## src/rtl/trng_health_fifo_if.sv

```systemverilog
// Handshake bundle between the TRNG core, the health-test FIFO and its consumer.
// Signal names are seen from the health-test block's side.
interface trng_health_fifo_if #(
  parameter int WIDTH = 8
);
  logic [WIDTH-1:0] i_rnd_dat;
  logic             i_rnd_valid;
  logic             o_rnd_read;
  logic [WIDTH-1:0] o_dat;
  logic             o_valid;
  logic             i_read;
  logic             i_clear_alarm;
  logic             o_alarm;
  logic             o_rct_fail;
  logic             o_apt_fail;

  modport slave (
    input  i_rnd_dat, i_rnd_valid, i_read, i_clear_alarm,
    output o_rnd_read, o_dat, o_valid, o_alarm, o_rct_fail, o_apt_fail
  );

  modport master (
    output i_rnd_dat, i_rnd_valid, i_read, i_clear_alarm,
    input  o_rnd_read, o_dat, o_valid, o_alarm, o_rct_fail, o_apt_fail
  );
endinterface

```

## src/rtl/trng_health_fifo.sv

```systemverilog
// Continuous health tests (repetition count + adaptive proportion) on TRNG words,
// startup discard, first-word-fall-through output FIFO and a sticky alarm.
module trng_health_fifo #(
  parameter int WIDTH         = 8,
  parameter int FIFO_DEPTH    = 4,
  parameter int STARTUP_WORDS = 4,
  parameter int RCT_CUTOFF    = 4,
  parameter int APT_WINDOW    = 16,
  parameter int APT_CUTOFF    = 8
) (
  input  logic                  i_clk,
  input  logic                  i_reset,
  trng_health_fifo_if.slave     bus
);

  localparam int PTR_W = $clog2(FIFO_DEPTH);
  localparam int CNT_W = PTR_W + 1;
  localparam int SW_W  = $clog2(STARTUP_WORDS) + 1;
  localparam int RCT_W = $clog2(RCT_CUTOFF) + 1;
  localparam int APT_W = $clog2(APT_CUTOFF) + 1;
  localparam int IDX_W = $clog2(APT_WINDOW);

  localparam logic [1:0] ST_STARTUP = 2'd0;
  localparam logic [1:0] ST_RUN     = 2'd1;
  localparam logic [1:0] ST_ALARM   = 2'd2;

  localparam logic [CNT_W-1:0] FIFO_FULL = CNT_W'(FIFO_DEPTH);
  localparam logic [SW_W-1:0]  SW_LAST   = SW_W'(STARTUP_WORDS - 1);
  localparam logic [RCT_W-1:0] RCT_MAX   = RCT_W'(RCT_CUTOFF);
  localparam logic [APT_W-1:0] APT_MAX   = APT_W'(APT_CUTOFF);
  localparam logic [IDX_W-1:0] IDX_LAST  = IDX_W'(APT_WINDOW - 1);

  logic [1:0]       state_q;
  logic [WIDTH-1:0] mem_q [FIFO_DEPTH];
  logic [PTR_W-1:0] wr_ptr_q, rd_ptr_q;
  logic [CNT_W-1:0] cnt_q;
  logic [SW_W-1:0]  start_cnt_q;
  logic             have_last_q;
  logic [WIDTH-1:0] last_q;
  logic [RCT_W-1:0] rct_cnt_q, rct_cnt_d;
  logic [WIDTH-1:0] ref_q;
  logic [IDX_W-1:0] apt_idx_q;
  logic [APT_W-1:0] apt_cnt_q, apt_cnt_d;
  logic             alarm_q, rct_fail_q, apt_fail_q;

  logic fifo_full, fifo_empty, accept, rct_hit, apt_hit, fail;
  logic push, pop, out_valid, startup_done;
  logic [WIDTH-1:0] word;

  assign word       = bus.i_rnd_dat;
  assign fifo_full  = (cnt_q == FIFO_FULL);
  assign fifo_empty = (cnt_q == '0);
  assign accept     = bus.i_rnd_valid & ~i_reset & (state_q != ST_ALARM)
                    & ((state_q == ST_STARTUP) | ~fifo_full);

  always_comb begin
    rct_cnt_d = RCT_W'(1);
    if (have_last_q && word == last_q) begin
      rct_cnt_d = (rct_cnt_q == RCT_MAX) ? rct_cnt_q : rct_cnt_q + RCT_W'(1);
    end
  end

  always_comb begin
    apt_cnt_d = apt_cnt_q;
    if (apt_idx_q == '0) begin
      apt_cnt_d = APT_W'(1);
    end else if (word == ref_q && apt_cnt_q != APT_MAX) begin
      apt_cnt_d = apt_cnt_q + APT_W'(1);
    end
  end

  assign rct_hit      = accept & (rct_cnt_d == RCT_MAX);
  assign apt_hit      = accept & (apt_cnt_d == APT_MAX);
  assign fail         = rct_hit | apt_hit;
  // A failing word is never buffered; accept already guarantees room in RUN.
  assign push         = accept & (state_q == ST_RUN) & ~fail;
  assign out_valid    = ~fifo_empty & (state_q == ST_RUN);
  assign pop          = bus.i_read & out_valid;
  assign startup_done = accept & (state_q == ST_STARTUP) & ~fail & (start_cnt_q == SW_LAST);

  assign bus.o_rnd_read = accept;
  assign bus.o_valid    = out_valid;
  assign bus.o_dat      = out_valid ? mem_q[rd_ptr_q] : '0;
  assign bus.o_alarm    = alarm_q;
  assign bus.o_rct_fail = rct_fail_q;
  assign bus.o_apt_fail = apt_fail_q;

  always_ff @(posedge i_clk) begin
    if (push) begin
      mem_q[wr_ptr_q] <= word;
    end
  end

  always_ff @(posedge i_clk) begin
    if (i_reset) begin
      state_q     <= ST_STARTUP;
      wr_ptr_q    <= '0;
      rd_ptr_q    <= '0;
      cnt_q       <= '0;
      start_cnt_q <= '0;
      have_last_q <= 1'b0;
      last_q      <= '0;
      rct_cnt_q   <= '0;
      ref_q       <= '0;
      apt_idx_q   <= '0;
      apt_cnt_q   <= '0;
      alarm_q     <= 1'b0;
      rct_fail_q  <= 1'b0;
      apt_fail_q  <= 1'b0;
    end else begin
      if (accept) begin
        have_last_q <= 1'b1;
        last_q      <= word;
        rct_cnt_q   <= rct_cnt_d;
        apt_cnt_q   <= apt_cnt_d;
        if (apt_idx_q == '0) begin
          ref_q <= word;
        end
        apt_idx_q <= (apt_idx_q == IDX_LAST) ? '0 : apt_idx_q + IDX_W'(1);
      end

      if (fail) begin
        state_q     <= ST_ALARM;
        wr_ptr_q    <= '0;
        rd_ptr_q    <= '0;
        cnt_q       <= '0;
        start_cnt_q <= '0;
        alarm_q     <= 1'b1;
        rct_fail_q  <= rct_fail_q | rct_hit;
        apt_fail_q  <= apt_fail_q | apt_hit;
      end else if (state_q == ST_ALARM) begin
        // Clearing restarts both tests from scratch along with the startup discard.
        if (bus.i_clear_alarm) begin
          state_q     <= ST_STARTUP;
          start_cnt_q <= '0;
          have_last_q <= 1'b0;
          rct_cnt_q   <= '0;
          apt_idx_q   <= '0;
          apt_cnt_q   <= '0;
          alarm_q     <= 1'b0;
          rct_fail_q  <= 1'b0;
          apt_fail_q  <= 1'b0;
        end
      end else begin
        if (startup_done) begin
          state_q <= ST_RUN;
        end
        if (accept && state_q == ST_STARTUP) begin
          start_cnt_q <= start_cnt_q + SW_W'(1);
        end
        if (push) begin
          wr_ptr_q <= wr_ptr_q + PTR_W'(1);
        end
        if (pop) begin
          rd_ptr_q <= rd_ptr_q + PTR_W'(1);
        end
        case ({push, pop})
          2'b10:   cnt_q <= cnt_q + CNT_W'(1);
          2'b01:   cnt_q <= cnt_q - CNT_W'(1);
          default: cnt_q <= cnt_q;
        endcase
      end
    end
  end

endmodule
```

## src/flat_wrapper.sv

```systemverilog
// flat-port wrapper written by rule: the top's interface ports become plain ports
module trng_health_fifo_flat 
#(
  parameter int WIDTH         = 8,
  parameter int FIFO_DEPTH    = 4,
  parameter int STARTUP_WORDS = 4,
  parameter int RCT_CUTOFF    = 4,
  parameter int APT_WINDOW    = 16,
  parameter int APT_CUTOFF    = 8
)
  (i_clk, i_reset, bus_i_rnd_dat, bus_i_rnd_valid, bus_i_read, bus_i_clear_alarm, bus_o_rnd_read, bus_o_dat, bus_o_valid, bus_o_alarm, bus_o_rct_fail, bus_o_apt_fail);
  trng_health_fifo_if #(.WIDTH(WIDTH)) bus_i ();
  input  logic i_clk;
  input  logic i_reset;
  input wire logic [$bits(bus_i.i_rnd_dat)-1:0] bus_i_rnd_dat;
  input wire logic [$bits(bus_i.i_rnd_valid)-1:0] bus_i_rnd_valid;
  input wire logic [$bits(bus_i.i_read)-1:0] bus_i_read;
  input wire logic [$bits(bus_i.i_clear_alarm)-1:0] bus_i_clear_alarm;
  output wire logic [$bits(bus_i.o_rnd_read)-1:0] bus_o_rnd_read;
  output wire logic [$bits(bus_i.o_dat)-1:0] bus_o_dat;
  output wire logic [$bits(bus_i.o_valid)-1:0] bus_o_valid;
  output wire logic [$bits(bus_i.o_alarm)-1:0] bus_o_alarm;
  output wire logic [$bits(bus_i.o_rct_fail)-1:0] bus_o_rct_fail;
  output wire logic [$bits(bus_i.o_apt_fail)-1:0] bus_o_apt_fail;
  assign bus_i.i_rnd_dat = bus_i_rnd_dat;
  assign bus_i.i_rnd_valid = bus_i_rnd_valid;
  assign bus_i.i_read = bus_i_read;
  assign bus_i.i_clear_alarm = bus_i_clear_alarm;
  assign bus_o_rnd_read = bus_i.o_rnd_read;
  assign bus_o_dat = bus_i.o_dat;
  assign bus_o_valid = bus_i.o_valid;
  assign bus_o_alarm = bus_i.o_alarm;
  assign bus_o_rct_fail = bus_i.o_rct_fail;
  assign bus_o_apt_fail = bus_i.o_apt_fail;
  trng_health_fifo #(.WIDTH(WIDTH), .FIFO_DEPTH(FIFO_DEPTH), .STARTUP_WORDS(STARTUP_WORDS), .RCT_CUTOFF(RCT_CUTOFF), .APT_WINDOW(APT_WINDOW), .APT_CUTOFF(APT_CUTOFF)) u_core (.i_clk(i_clk), .i_reset(i_reset), .bus(bus_i));
endmodule
```

## config.mk

```make
export PLATFORM = sky130hd
export DESIGN_NAME = trng_health_fifo_flat
export DESIGN_NICKNAME = d
export VERILOG_FILES = /design/src/rtl/trng_health_fifo_if.sv /design/src/rtl/trng_health_fifo.sv /design/src/flat_wrapper.sv
export SDC_FILE = /design/constraint.sdc
export NUM_CORES = 1
export LEC_CHECK = 0
export BUFFER_PORTS_ARGS = -buffer_cell sky130_fd_sc_hd__buf_2
export CORE_ASPECT_RATIO = 0.9
export CORE_MARGIN = 3
export CORE_UTILIZATION = 31
export CTS_CLUSTER_DIAMETER = 40
export DETAILED_ROUTE_END_ITERATION = 10
export HOLD_SLACK_MARGIN = 0.12
export SLEW_MARGIN = 30
export SYNTH_ARGS = -nofsm -noshare
export SYNTH_HDL_FRONTEND = slang
export SYNTH_SLANG_ARGS = --single-unit
```

## constraint.sdc

```tcl
create_clock -name i_clk -period 9.4 [get_ports i_clk]
set_input_delay 1.88 -clock i_clk [delete_from_list [all_inputs] [get_ports i_clk]]
set_output_delay 1.88 -clock i_clk [all_outputs]
set_load 0.005 [all_outputs]
```

==> impl_results.md, run 1 <==
* Type of the tightest min-delay check: reg2reg
* Worst Setup Start Kind: input pin
* Starting density of the core at 32.7%
* Placer Congestion at 0.805
* First-pass GRT wire length at approximately 12000 um
* Die span in x at 120 um
* Kind of critical path: in2out
* Asr flop ratio synth at 0%
* Clk buf depth at 2
* Vias in the first global route at 2511
* FP Rows at 36
* Worst-Skew Late Latency at 0.33 ns
* Slew Viols, Final at 0
* Area leader, netlist: edfxtp_1
* CORE AREA at between 10000 and 15000 sq um
* Fin Clk Skew at 0.00894 ns
* Floorplan die height at ~110 um
* Avg WL per Cell at about 14 um
* Critical Path Max Stage Delay at 0.70 ns
* FMAX at 165 MHz
* Critical path endpoint category: output pin
* Internal power at slightly below 600 uW
* Slowest-stage cell, CP: clkinv_1
* Drt first pass iters at 4
* Synth area leaders: edfxtp_1, dfxtp_1, mux4_2
* Gr ovfl total at 0
* Setup TNS at 0 ns
* Hold Startpoint: u_core.bus.o_apt_fail
* Worst path cell trace: buf_2 -> nand2b_4 -> or3_1 -> clkinv_1 -> buf_2
* Antenna diode count at 0
* Hold_buf cts at 0
* Most common cell on crit path: buf_2
* Flop pwr share at 47.5%
* Via/cell ratio at slightly below 5
* YS warnings at 0
* Vias at 2514
* Setup-failing EPs final at 0
* Final Hold Viols at 0
* Register area share after synthesis at 51.2%
* Top post-synthesis cells by count: dfxtp_1, nand2_1, edfxtp_1, a21oi_1, xnor2_1
* Pwr Density at 179 nW/um^2
* Hold path depth at 1
* Initial antenna violation count at 0
* Sw Pwr at 174 uW
* Post-Route WL at 7370 um
* Clock root cell: clkbuf_16
* Leak at about 1.5 nW
* H-tree Lvls at 3
* Setup WS pre-CTS at 3.34 ns
* Post-synth EDFFs at 32
* CTS tree: done
* Post-CTS setup buffers at 0
* Reg2reg path depth at 12
* Top cell type's share of synthesized area at 26.4%
* Combinational fraction of design power at 5.2%
* Layout cells sized above 1 at 16.5%
* Synth cell types at 47
* Top FF cell, synth: dfxtp_1
* Final ANT Viol Nets at 0
* Minimum clock period after layout at 6.04 ns
* Maxcap violations at 0
* Syn nets at roughly 360
* Pin count of the biggest net entering global routing at 33
* Worst-path clk slew at 0.06 ns
* Cells after Synth at 336
* DR DRC count at 0
* Cell area after synthesis at 3640 sq um
* Clock sink count at 77
* Clock network fraction of total power at 47.3%
* Outcome: finished clean
* Slew HR at 42.6%
* End-of-flow core utilization at 37.9%
* Slack of the critical path at 3.36 ns
* R2R Path Start: u_core.state_q[0]
* #FFs+latches synth at 77
* Fin crit share at 64.3%
* Area grow syn2layout at 16.0%
* WP data arrival at 4.16 ns
* Post-layout net count at slightly below 400
* Final hold slack at 0.472 ns
* Crit-path max FO at 32
* # IOs at 26
* Syn_area_per_cell at 10.8 sq um
* Worst VDD drop at 0.0000913 V
* Die area at 13100 sq um
* Port buffer count at 25
* Count leader, synth: dfxtp_1
* DR iter-0 viols at 128
* Critical Path Start: i_reset
* Switch share at 23.1%
* CP required at 7.52 ns
* Global-route usage over all layers at 12.2%
* CTS resizes at 0
* CTS Buf Count at 9
* Worst-margin pin slew at 0.858 ns
* HPWL after DPL at 5070 um
* RSZ-0062 raised after global routing: no
worst paths after layout:
kind	to	slack [ns]
setup / recovery	bus_o_rnd_read	3.36
hold / removal	u_core.bus.o_apt_fail	0.47
setup reg to reg	u_core.cnt_q[2]	5.23
hold reg to reg	u_core.bus.o_apt_fail	0.47
layer usage:
layer / wire (um) / share of wire, % / vias up / global-route usage, %
met3: 224 / 3.0 / 6 / 3.22
met1: 3580 / 49 / 1209 / 15.9
met2: 3500 / 47 / 32 / 19.9
met4: 70 / 0.95 / 0 / 4.17
met5: 0 / 0 / - / 0
li1: - / - / 1267 / -
critical path, delay by kind of cell:
family | cells | cell delay (ns)
simple gates | 2 | 0.79
buf+inv | 3 | 1.46
registers in the layout, indices dropped and copies added, names as in the netlist, named ones only:
register               flops
u_core.apt_cnt_q           4
u_core.apt_idx_q           4
u_core.bus.o_alarm         1
u_core.bus.o_apt_fail      1
u_core.bus.o_rct_fail      1
u_core.cnt_q               3
u_core.have_last_q         1
u_core.last_q              8
u_core.mem_q              32
u_core.rct_cnt_q           3
u_core.rd_ptr_q            2
u_core.ref_q               8
u_core.start_cnt_q         3
u_core.state_q             2
u_core.wr_ptr_q            2
power groups by stage:
stage / clock network, mW / logic [mW] / registers, mW
5_1_grt: 0.384 / 0.0447 / 0.359
2_1_floorplan: 0 / 0.0269 / 0.365
4_1_cts: 0.367 / 0.0396 / 0.358
6_report: 0.357 / 0.0393 / 0.358
3_5_place_dp: 0 / 0.0395 / 0.366
3_3_place_gp: 0 / 0.0383 / 0.365
metrics by stage:
step | power [mW] | std cells | instance area, sq um
after global placement | 0.404 | 500 | 3900
after floorplan | 0.391 | 336 | 3640
final | 0.755 | 516 | 4220
after CTS | 0.764 | 516 | 4210
after global routing | 0.788 | 516 | 4220
after detailed placement | 0.405 | 500 | 3900
final cells by class:
cell class / instances / area [sq um]
Multi-Input combinational cell: 222 / 1620
Clock buffer: 9 / 225
Timing Repair Buffer: 30 / 163
Fill cell: 1098 / 6910
Inverter: 19 / 71.3
Sequential cell: 77 / 1860
Clock inverter: 7 / 91.3
Tap cell: 152 / 190
logic make-up after synthesis:
group	after synthesis	share of synthesized area (%)
mux	11	5.78
fa+ha+maj	14	5.02
xor+xnor	24	5.78
compound gates	59	10.1
simple gates	114	17.6
buf+inv	37	4.51
flops	77	51.2
cell usage in the layout, fill, tap and decap left out, drive strengths merged, types with 2 or more instances in the layout:
cell type / instances
mux4: 8
ha: 13
xor2: 5
clkinv: 3
edfxtp: 32
nor2: 9
dfxtp: 45
nand2b: 11
clkbuf: 9
o21ai: 18
nand3: 7
xnor2: 19
nand2: 35
nand4: 3
o21a: 6
nand4b: 3
o22ai: 2
mux2i: 3
o31a: 2
o22a: 3
nor4: 14
inv: 21
nor2b: 3
a21oi: 20
or3: 4
a31oi: 2
or4: 2
buf: 30
nor4b: 5
and3: 9
nor3: 5
Note: power is estimated with default switching activity, not from simulation.
==> run 2, diff against run 1 <==
==> constraint.sdc (replaced) <==
create_clock -name i_clk -period 6.1 [get_ports i_clk]
set_input_delay 1.22 -clock i_clk [delete_from_list [all_inputs] [get_ports i_clk]]
set_output_delay 1.22 -clock i_clk [all_outputs]
set_load 0.005 [all_outputs]
==> run 2 against run 1 <==
Total power grew 49%. Worst setup slack worse by 1.8 ns. Global-route usage shrank 0.10 points. Via count is essentially flat. Critical path depth increased by 10. Clock power up 43%. Final cell count increased by 0.58%. Clock skew is 0.0035 ns lower. Core utilization about the same. Critical endpoint is now u_core.cnt_q[2]. Highest routed layer unchanged.
==> impl_results.md, run 2 (synthesis gave the netlist of run 1 again) <==
* Internal power at 854 uW (+47%)
* DR iter-0 viols at 145 (+13%)
* Vias in the first global route at 2512 (+0.040%)
* CP required at 6.34 ns (-1.18 ns)
* CTS Buf Count at 9 (unchanged)
* Placed cells at 503 (+0.60%)
* Area grow syn2layout at 15.9%
* Clk buf depth at 2 (unchanged)
* Largest register by flop count: u_core.mem_q
* Switch share at 24.1% (+0.99 points)
* Die span in x at 120 um (unchanged)
* Hold path depth at 1 (unchanged)
* Drt first pass iters at 4 (unchanged)
* Worst path cell trace: buf_2 -> nand2b_4 -> or3_1 -> buf_4 -> or4_4 -> a211oi_4 -> buf_4 -> or3_1 -> ha_1 -> inv_1 -> fa_1 -> xor2_1 -> nor3_1 -> xnor2_1 -> nor4_1
* Layout cells sized above 1 at 17.2% (+0.68 points)
* First-pass GRT wire length at 12600 um (+0.99%)
* Setup-failing EPs final at 0 (unchanged)
* Setup TNS at 0 ns (unchanged)
* HPWL after DPL at 4910 um (-3.2%)
* Avg WL per Cell at 13.8 um (-3.6%)
* Clock root cell: clkbuf_16
* Floorplan die height at 109 um (unchanged)
* CTS resizes at 0 (unchanged)
* Hold_buf cts at 0 (unchanged)
* Initial antenna violation count at 0 (unchanged)
* Die area at 13100 sq um (unchanged)
* Gr ovfl total at 0 (unchanged)
* WP depth at 15 (+10)
* Antenna diode count at 0 (unchanged)
* R2R Setup Slk at 2.43 ns (-2.80 ns)
* Worst VDD drop at 0.000154 V (+68%)
* Final Hold Viols at 0 (unchanged)
* Non-filler cells, final at 519 (+0.58%)
* Post-Route WL at 7150 um (-3.0%)
* Worst Setup Start Kind: input pin
* Top cell family by delay on the critical path: simple AND/OR/NAND/NOR gates
* Clock network fraction of total power at 45.5% (-1.8 points)
* # IOs at 26 (unchanged)
* Slew Viols, Final at 0 (unchanged)
* Minimum clock period after layout at 4.50 ns
* Commonest non-fill, non-tap cell in the layout: dfxtp_1
* Placer Congestion at 0.771 (-4.2%)
* Reg2reg path depth at 14 (+2)
* Top Registers: u_core.mem_q (32), u_core.last_q (8), u_core.ref_q (8)
* Worst-margin pin slew at 0.819 ns (-0.0394 ns)
* Starting density of the core at 32.7% (unchanged)
* FMAX at 222 MHz
* DR DRC count at 0 (unchanged)
* Sw Pwr at 271 uW (+55%)
* Fin crit share at 73.8%
* FP Rows at 36 (unchanged)
* Kind of critical path: in2reg
* RSZ-0062 raised after global routing: no
* Pwr Density at 267 nW/um^2 (+49%)
* WP data arrival at 4.74 ns (+0.58 ns)
* Commonest cells after routing, fill and taps aside: dfxtp_1, nand2_1, edfxtp_1, buf_2, a21oi_1
* Crit-path max FO at 32 (unchanged)
* H-tree Lvls at 3 (unchanged)
* Max reg flops at 32 (unchanged)
* Combinational fraction of design power at 5.4% (+0.2 points)
* Post-layout net count at 389 (+0.78%)
* Flop pwr share at 49.1% (+1.6 points)
* WP buf/inv at 4 (+1)
* Critical Path Max Stage Delay at 0.58 ns (-0.12 ns)
* CORE AREA at 11100 sq um (unchanged)
* Leak at 1.48 nW (about the same)
* Final ANT Viol Nets at 0 (unchanged)
* CTS tree: done
* Critical path endpoint category: register
* Pin count of the biggest net entering global routing at 33 (unchanged)
* Worst-Skew Late Latency at 0.33 ns (about the same)
* Via/cell ratio at 4.84 (-0.66%)
* Worst-path clk slew at 0.06 ns (about the same)
* Fin Clk Skew at 0.00544 ns (-0.00350 ns)
* Type of the tightest min-delay check: reg2reg
* Port buffer count at 25 (unchanged)
* Outcome: finished clean
* Maxcap violations at 0 (unchanged)
* Post-CTS setup buffers at 0 (unchanged)
* Slowest-stage cell, CP: or4_4
* Vias at 2512 (-0.080%)
* Slew HR at 45.0% (+2.4 points)
* Global-route usage over all layers at 12.1% (-0.10 points)
* Clock sink count at 77 (unchanged)
## run 2: worst paths after layout
| kind | from | endpoint |
|---|---|---|
| worst max register to register | u_core.state_q[0] | u_core.cnt_q[2] |
| worst max-delay path | i_reset | u_core.cnt_q[2] |
| worst min register to register | u_core.bus.o_apt_fail | u_core.bus.o_apt_fail |
| worst min-delay path | u_core.bus.o_apt_fail | u_core.bus.o_apt_fail |
## run 2: worst reg2reg max path: stages (launching register included)
cell,delay (ns)
dfxtp_1,0.52
nor2b_4,0.10
or3_1,0.35
buf_4,0.20
or4_4,0.59
a211oi_4,0.21
buf_4,0.27
or3_1,0.16
ha_1,0.18
inv_1,0.06
fa_1,0.37
xor2_1,0.15
nor3_1,0.17
xnor2_1,0.09
nor4_1,0.16
## run 2: layout make-up
class	count	area [sq um]
fill	1114	6910
sequential	77	1860
multi-input combinational	222	1620
clock buffer	9	225
tap	152	190
timing repair buffer	33	185
inverter	19	71.3
clock inverter	7	63.8
## run 2: layer usage
layer  part of all wire (%)  global-route usage, %  wire, um
met1                     49                   16.8      3480
met3                    4.3                   3.79       305
met5                      0                      0         0
met4                   0.85                   2.70        61
met2                     46                   18.8      3300
## run 2: power by group through the flow
stage	logic [mW]	registers (mW)	clock network, mW
after CTS	0.0617	0.552	0.527
after detailed placement	0.0612	0.563	0
after global placement	0.0601	0.563	0
after floorplan	0.0415	0.562	0
final	0.0610	0.552	0.512
after global routing	0.0694	0.553	0.551
## run 2: per-stage QoR
stage	utilization (%)	worst slack [ns]	area, sq um	hold WS (ns)	total power [mW]
2_1_floorplan	-	1.87	3640	0.436	0.603
3_3_place_gp	35.2	1.33	3920	0.454	0.623
3_5_place_dp	35.2	1.25	3920	0.457	0.624
4_1_cts	37.8	1.60	4210	0.472	1.14
5_1_grt	37.9	1.32	4220	0.494	1.17
6_report	37.9	1.60	4220	0.466	1.12
==> run 3, diff against run 2 <==
==> constraint.sdc (replaced) <==
create_clock -name i_clk -period 4.65 [get_ports i_clk]
set_input_delay 0.93 -clock i_clk [delete_from_list [all_inputs] [get_ports i_clk]]
set_output_delay 0.93 -clock i_clk [all_outputs]
set_load 0.005 [all_outputs]
==> run 3 against run 2 <==
Core utilization rose by 0.34 points. Register-to-register slack got worse by 0.98 ns. Largest cell class unchanged. Critical endpoint is now bus_o_rnd_read. Critical path depth fell by 10. Global-route usage rose by 0.46 points. Sequential share of layout area fell by 0.39 points. Clock skew barely moved. Largest power group unchanged. Design area rose by 0.89%.
==> impl_results.md, run 3 (synthesis gave the netlist of run 1 again) <==
* Post-Route WL at 7650 um (+7.0%)
* Clk buf depth at 2 (unchanged)
* DR DRC count at 0 (unchanged)
* Fin Clk Skew at 0.00529 ns (-0.000151 ns)
* Commonest non-fill, non-tap cell in the layout: dfxtp_1
* Minimum clock period after layout at 3.58 ns
* Fin crit share at 77.0%
* Worst-margin pin slew at 0.776 ns (-0.0425 ns)
* Die area at 13100 sq um (unchanged)
* End-of-flow core utilization at 38.2% (+0.34 points)
* Leak at 1.50 nW (+1.5%)
* Floorplan die height at 109 um (unchanged)
* Slew Viols, Final at 0 (unchanged)
* Commonest cells after routing, fill and taps aside: dfxtp_1, nand2_1, edfxtp_1, buf_2, a21oi_1
* Non-filler cells, final at 521 (+0.39%)
* Max reg flops at 32 (unchanged)
* Avg WL per Cell at 14.7 um (+6.6%)
* Pin count of the biggest net entering global routing at 32 (-3.0%)
* Gr ovfl total at 0 (unchanged)
* Maxcap violations at 0 (unchanged)
* Port buffer count at 25 (unchanged)
* Top Registers: u_core.mem_q (32), u_core.last_q (8), u_core.ref_q (8)
* Worst VDD drop at 0.000201 V (+31%)
* Global-route usage over all layers at 12.6% (+0.46 points)
* CTS Buf Count at 9 (unchanged)
* Slack of the critical path at 1.07 ns (-0.528 ns)
* RSZ-0062 raised after global routing: no
* Setup TNS at 0 ns (unchanged)
* WP data arrival at 2.65 ns (-2.09 ns)
* Vias at 2543 (+1.2%)
* Setup-failing EPs final at 0 (unchanged)
* Final ANT Viol Nets at 0 (unchanged)
* CTS resizes at 0 (unchanged)
* Starting density of the core at 32.7% (unchanged)
* Hold_buf cts at 0 (unchanged)
* Clock root cell: clkbuf_16
* Layout cells sized above 1 at 17.9% (+0.72 points)
* Area grow syn2layout at 16.9%
* Final hold slack at 0.465 ns (-0.000783 ns)
* Fillers at 1092 (-2.0%)
* First-pass GRT wire length at 12700 um (+0.66%)
* Final Hold Viols at 0 (unchanged)
* Type of the tightest min-delay check: reg2reg
* # IOs at 26 (unchanged)
* Antenna diode count at 0 (unchanged)
* Outcome: finished clean
* Largest register by flop count: u_core.mem_q
* Dpl cell area at 3950 sq um (+0.70%)
* HPWL after DPL at 5220 um (+6.3%)
* Worst-Skew Late Latency at 0.34 ns (about the same)
* Worst-path clk slew at 0.06 ns (about the same)
* Critical path endpoint category: output pin
* Placer Congestion at 0.749 (-2.8%)
* Power Total at 1.52 mW (+35%)
* Die span in x at 120 um (unchanged)
* Vias in the first global route at 2515 (+0.12%)
* CP required at 3.72 ns (-2.62 ns)
* Clock sink count at 77 (unchanged)
* Pwr Density at 358 nW/um^2 (+34%)
* H-tree Lvls at 3 (unchanged)
* Slew HR at 48.1% (+3.2 points)
* Fin area at 4250 sq um (+0.89%)
* Drt first pass iters at 4 (unchanged)
* DR iter-0 viols at 126 (-13%)
* FMAX at between 200 and 300 MHz
* Crit-path max FO at 26 (-19%)
* Initial antenna violation count at 0 (unchanged)
* Placed cells at 505 (+0.40%)
* Post-CTS setup buffers at 0 (unchanged)
* Post-layout net count at 391 (+0.51%)
* FP Rows at 36 (unchanged)
* Via/cell ratio at 4.88 (+0.85%)
* CTS tree: done
* Setup WS pre-CTS at 0.838 ns (-0.415 ns)
* Worst Setup Start Kind: register
* CORE AREA at 11100 sq um (unchanged)
* Kind of critical path: reg2out
==> run 3: worst max-delay path, stage by stage, from the launching register on <==
cell and delay, ns:
dfxtp_1 0.49, nor4bb_1 0.48, or3_1 0.19, buf_4 0.22, clkinv_1 0.58, buf_2 0.35
==> run 3: path summary, 6_finish.rpt <==
check                           slack, ns           startpoint                  to  depth (start not counted)
worst max-delay path                 1.07    u_core.state_q[0]      bus_o_rnd_read                          5
worst min register to register       0.46   u_core.have_last_q  u_core.have_last_q                          2
worst min-delay path                 0.46   u_core.have_last_q  u_core.have_last_q                          2
worst max register to register       1.45  u_core.apt_idx_q[0]     u_core.cnt_q[2]                         15
==> run 3: metal layers <==
layer / global-route usage [%] / up-vias / part of all wire (%)
li1: - / 1267 / -
met3: 3.89 / 11 / 3.6
met1: 15.5 / 1227 / 47
met5: 0 / - / 0
met4: 4.42 / 0 / 1.5
met2: 21.1 / 38 / 47
==> run 3: area by class of cell <==
type,count,area [sq um],area share (%)
clock buffers,9,225,5.30
multi-input cells,222,1620,38.2
repair buffers,35,200,4.71
clock inverters,7,80.1,1.88
well taps,152,190,4.47
flip-flops and latches,77,1860,43.8
inverters,19,71.3,1.68
==> run 3: report_power, final <==
group          internal [mW]  switching [mW]
combinational         0.0319          0.0497
sequential             0.715         0.00907
clock                  0.424           0.292
